### src/rtl/fifo_word_packer.sv
// fifo_word_packer
// Read-side consumer of the async FIFO, running in the rd_clk domain. Reads
// bytes with the FIFO's rd/valid/empty handshake and packs LANES consecutive
// bytes into one output word. A word that is still partial is sent out early
// when the FIFO has been idle for TIMEOUT cycles or when flush is pulsed.
//
// Ports
//   rd_clk, rst_n  FIFO read clock, asynchronous active-low reset
//   fifo_empty     FIFO empty flag
//   fifo_valid     fifo_rdata valid, one cycle after an accepted fifo_rd
//   fifo_rdata     FIFO read data (one byte)
//   fifo_rd        read request to the FIFO
//   flush          pulse: send the current partial word now
//   out_data       packed word; the first byte received is in the low lane
//   out_keep       bit i set when lane i holds real data
//   out_valid      output word valid
//   out_ready      downstream accepts the word when out_valid && out_ready
//   word_count     number of words delivered, wraps
//
// state | meaning
// ------+----------------------------------------------------------------
// IDLE  | accumulator empty, waiting for the first byte of a word
// FILL  | 0 < acc_cnt < LANES, collecting bytes, idle timer running
// FULL  | accumulator holds a finished word, waiting for the output slot

module fifo_word_packer #(
  parameter int DATA_WIDTH = 8,
  parameter int LANES      = 4,
  parameter int TIMEOUT    = 16,
  parameter int CNT_WIDTH  = 16
) (
  input  logic                        rd_clk,
  input  logic                        rst_n,
  input  logic                        fifo_empty,
  input  logic                        fifo_valid,
  input  logic [DATA_WIDTH-1:0]       fifo_rdata,
  output logic                        fifo_rd,
  input  logic                        flush,
  output logic [DATA_WIDTH*LANES-1:0] out_data,
  output logic [LANES-1:0]            out_keep,
  output logic                        out_valid,
  input  logic                        out_ready,
  output logic [CNT_WIDTH-1:0]        word_count
);

  localparam int AW = $clog2(LANES + 1);
  localparam int IW = $clog2(TIMEOUT + 1);
  localparam logic [AW-1:0] LANES_C   = AW'(LANES);
  localparam logic [IW-1:0] TIMEOUT_C = IW'(TIMEOUT);

  typedef enum logic [1:0] {IDLE, FILL, FULL} state_t;

  state_t                        state, state_nxt;
  logic [AW-1:0]                 acc_cnt, cnt_inc;
  logic [DATA_WIDTH*LANES-1:0]   acc_data, acc_next;
  logic [LANES-1:0]              keep_next;
  logic [IW-1:0]                 idle_cnt;
  logic                          rd_q;
  logic                          flush_pend;
  logic                          byte_in, complete, flush_req, flush_fire;
  logic                          word_done, slot_free, take;

  // Never more reads outstanding than free lanes, so a byte always has a home.
  assign fifo_rd = !fifo_empty && (state != FULL) &&
                   (({1'b0, acc_cnt} + {{AW{1'b0}}, rd_q}) < {1'b0, LANES_C});

  always_comb begin
    byte_in    = fifo_valid && rd_q && (state != FULL);
    cnt_inc    = acc_cnt + AW'(byte_in);
    complete   = byte_in && (cnt_inc == LANES_C);
    slot_free  = !out_valid || out_ready;
    flush_req  = (state == FILL) && (flush || flush_pend || (idle_cnt == TIMEOUT_C));
    // A partial word is only cut when no byte is in flight or being requested,
    // so a byte already on its way still joins the word being flushed.
    flush_fire = flush_req && !rd_q && !fifo_rd;
    word_done  = complete || flush_fire;
    take       = slot_free && (word_done || (state == FULL));

    // Lanes above the fill level stay zero because acc_data is cleared on take.
    acc_next  = acc_data;
    keep_next = '0;
    for (int i = 0; i < LANES; i++) begin
      if (byte_in && (acc_cnt == AW'(i)))
        acc_next[i*DATA_WIDTH +: DATA_WIDTH] = fifo_rdata;
      keep_next[i] = (i < int'(cnt_inc));
    end

    state_nxt = state;
    case (state)
      IDLE: begin
        if (complete)
          state_nxt = take ? IDLE : FULL;
        else if (byte_in)
          state_nxt = FILL;
      end
      FILL: begin
        if (word_done)
          state_nxt = take ? IDLE : FULL;
      end
      FULL: begin
        if (take)
          state_nxt = IDLE;
      end
      default: state_nxt = IDLE;
    endcase
  end

  always_ff @(posedge rd_clk or negedge rst_n) begin
    if (!rst_n) begin
      state      <= IDLE;
      acc_cnt    <= '0;
      acc_data   <= '0;
      rd_q       <= 1'b0;
      flush_pend <= 1'b0;
      idle_cnt   <= '0;
    end else begin
      state <= state_nxt;
      rd_q  <= fifo_rd;
      if (take) begin
        acc_cnt  <= '0;
        acc_data <= '0;
      end else begin
        acc_cnt  <= cnt_inc;
        acc_data <= acc_next;
      end
      // Remember a flush that could not be honoured yet; a finished word
      // satisfies it.
      flush_pend <= (state == FILL) && !word_done && (flush || flush_pend);
      if (fifo_valid || fifo_rd || (state_nxt != FILL))
        idle_cnt <= '0;
      else if (idle_cnt != TIMEOUT_C)
        idle_cnt <= idle_cnt + 1'b1;
    end
  end

  always_ff @(posedge rd_clk or negedge rst_n) begin
    if (!rst_n) begin
      out_valid  <= 1'b0;
      out_data   <= '0;
      out_keep   <= '0;
      word_count <= '0;
    end else begin
      if (take) begin
        out_valid <= 1'b1;
        out_data  <= acc_next;
        out_keep  <= keep_next;
      end else if (out_valid && out_ready) begin
        out_valid <= 1'b0;
      end
      if (out_valid && out_ready)
        word_count <= word_count + 1'b1;
    end
  end

endmodule

### config.mk
export PLATFORM = sky130hd
export DESIGN_NAME = fifo_word_packer
export DESIGN_NICKNAME = d
export VERILOG_FILES = /design/src/rtl/fifo_word_packer.sv
export SDC_FILE = /design/constraint.sdc
export NUM_CORES = 1
export LEC_CHECK = 0
export CORE_UTILIZATION = 53
export DETAILED_ROUTE_END_ITERATION = 6
export PLACE_DENSITY = 0.79
export SETUP_SLACK_MARGIN = 0.3
export SYNTH_ARGS = -nofsm -noshare
export SYNTH_HDL_FRONTEND = slang
export SYNTH_SLANG_ARGS = --single-unit
### constraint.sdc
create_clock -name rd_clk -period 2.7 [get_ports rd_clk]
set_clock_uncertainty 0.15 [all_clocks]
set_input_delay 0.675 -clock rd_clk [delete_from_list [all_inputs] [get_ports rd_clk]]
set_output_delay 0.675 -clock rd_clk [all_outputs]
set_load 0.01 [all_outputs]
==> impl_metrics.toml, run 1 <==
[status]
status = "finished clean"

[cts]
cts.sinks = 97
insertion_delay_ns = 0.36
numCtsBuffers = 9
clk_path_buf_depth = 2
cts_tree = "yes"
path_clk_slew_ns = 0.10
root_buffer = "clkbuf_8"
postCtsHoldBufs = 0
h-tree-depth = 3

[logic_synthesis]
synth-edff-count = 0
synth_seq_area_share_pct = 58.5
async_reset_ff_share_pct = 100
avgSynthCellArea_um2 = 11.9
syn_nets = 367
syn-instance-count = 348
synthFlopType = "dfrtp_1"
synth_area_um2 = 4150
synth_cell_types = 40
ys_warn_count = 0
ys_ff_latch = 97

[place]
port_buffers = 67
post_dp_cell_area_um2 = 5130
gp_congestion = 0.808
dp_hpwl_um = 5800

[die]
start_util_pct = 56.1
die_w_um = 90.5
core_area_um2 = 7410
die-height_um = 90.5
io_pins = 68
die-area_um2 = 8190
core.rowCount = 31

[route]
drt-wirelength-per-cell_um = 15.9
vias = 2844
drc_errors = 0
drtAntennaViolNets = 0
wirelength_um = 8700
drtIter0Drc = 171
drt_pass1_iterations = 4
vias_per_cell = 5.21

[job]
drv_cap = 0

[finish]
layout_commonest_cell = "dfrtp_1"
final_util_pct = 74.7
layout.nets = 462
syn2layout_area_growth_pct = 33.2
diodes = 0
layout_common_cells = "dfrtp_1 (97), mux2i_1 (66), clkdlybuf4s50_1 (63)"
drive_gt1_share_pct = 13.2
fin_area_um2 = 5530

[power]
cellLeakagePower_nw = 2.59
powerDensity_nw_per_um2 = 979
vdd_drop_max_mv = 0.557

[global_route]
grt_pass1_vias = 2974
antenna_found_initial = 0
grt.total_usage_pct = 23.2
overflow = 0
grt_max_degree = 46
grt_pass1_wl_um = 14800

[setup_path]
critPathMaxFanout = 2
critPathArrivalTime_ns = 1.50
cp-end-kind = "output port"
path_class = "primary input to output port"
cp-start-kind = "primary input"
critical_path_required_ns = 1.88

[sta]
worst_slew_pin_slew_ns = 0.633
min_period_over_period_pct = 86.1
drv_slew = 0
finalSetupTns_ns = 0
relSlewSlack_pct = 57.8
setup_viol = 0
rsz0062_at_grt = "no"
hold_viol_final = 0
max_freq_mhz = 430
min_period_ns = 2.32

[worst_hold_path]
hold_path_class = "primary input to asynchronous set/reset pin"
per-layer routing:
metal | GRT usage, % | wire [um] | up-vias
li1 | - | - | 1340
met2 | 36.6 | 4080 | 63
met4 | 7.93 | 141 | 0
met3 | 3.28 | 271 | 12
met5 | 0 | 0 | -
met1 | 33.1 | 4200 | 1429
state kept, by name (all words and copies together) (netlist names):
| register | count |
|---|---|
| acc_data | 32 |
| out_data | 32 |
| word_count | 16 |
| idle_cnt | 5 |
| out_keep | 4 |
| acc_cnt | 3 |
| state | 2 |
| flush_pend | 1 |
| out_valid | 1 |
| rd_q | 1 |
per-stage QoR:
stage | hold slack [ns] | worst slack [ns] | std cells | total power [W]
2_1_floorplan | 0.229 | 0.315 | 348 | 0.00331
3_3_place_gp | 0.312 | -0.259 | 522 | 0.00416
3_5_place_dp | 0.316 | -0.388 | 522 | 0.00426
4_1_cts | 0.194 | 0.327 | 543 | 0.00543
5_1_grt | 0.213 | 0.294 | 546 | 0.00576
6_report | 0.169 | 0.376 | 546 | 0.00542
power breakdown:
part           leakage, nW  total (W)  switching [W]  internal, W
Combinational         1.20    0.00224        0.00101      0.00122
Clock               0.0982   0.000955       0.000517     0.000438
Sequential            1.29    0.00223       0.000289      0.00194
Total                 2.59    0.00542        0.00182      0.00360
worst paths after layout:
path,start,endpoint,slack [ns],cells after the start
setup / recovery,fifo_empty,fifo_rd,0.38,4
hold / removal,rst_n,idle_cnt[4],0.17,1
setup reg to reg,state[1],out_data[1],0.39,10
hold reg to reg,word_count[15],word_count[15],0.32,1
max in group asynchronous,rst_n,acc_data[3],1.64,2
min in group rd_clk,word_count[15],word_count[15],0.32,1
layout make-up:
cell class / count / area (um2)
fill: 527 / 1880
timing repair buffer: 95 / 1040
tap: 99 / 124
inverter: 36 / 135
multi-input combinational: 204 / 1600
sequential: 97 / 2430
clock inverter: 6 / 75.1
clock buffer: 9 / 124
Yosys cell counts (4+ instances only):
library cell  instances  area (um2)
nand2_1              11        41.3
nor2b_1               4        25.0
and2_1                4        25.0
ha_1                  5        62.6
xnor2_1              16         140
dfrtp_1              97        2430
nand3_1               8        40.0
buf_2                 4        20.0
nor2_1               49         184
nand4_1               8        50.1
inv_1                36         135
mux2i_1              66         661
worst max-delay path: stages:
cell and delay (ns):
dlygate4sd2_1 0.26, a311oi_2 0.25, and2_1 0.18, buf_2 0.13
cells by family after synthesis:
| group | after synthesis | synth area share, % |
|---|---|---|
| mux | 68 | 16.5 |
| xor+xnor | 20 | 4.40 |
| buf+inv | 47 | 5.00 |
| fa+ha+maj | 5 | 1.51 |
| compound gates | 12 | 2.35 |
| flops | 97 | 58.5 |
| simple gates | 99 | 11.8 |
what timing repair did:
item                       CTS  global route
pin swaps                    3             1
buffers inserted             3             3
setup endpoints to repair   72            58
cloned                       3             0
resized for setup           14             3
Power figures use the tool's default switching activity.
==> run 2, diff against run 1 <==
- CTS_CLUSTER_DIAMETER: not set -> 30
==> results of run 2 <==
Final layout, timing and power as in run 1 (identical DEF).
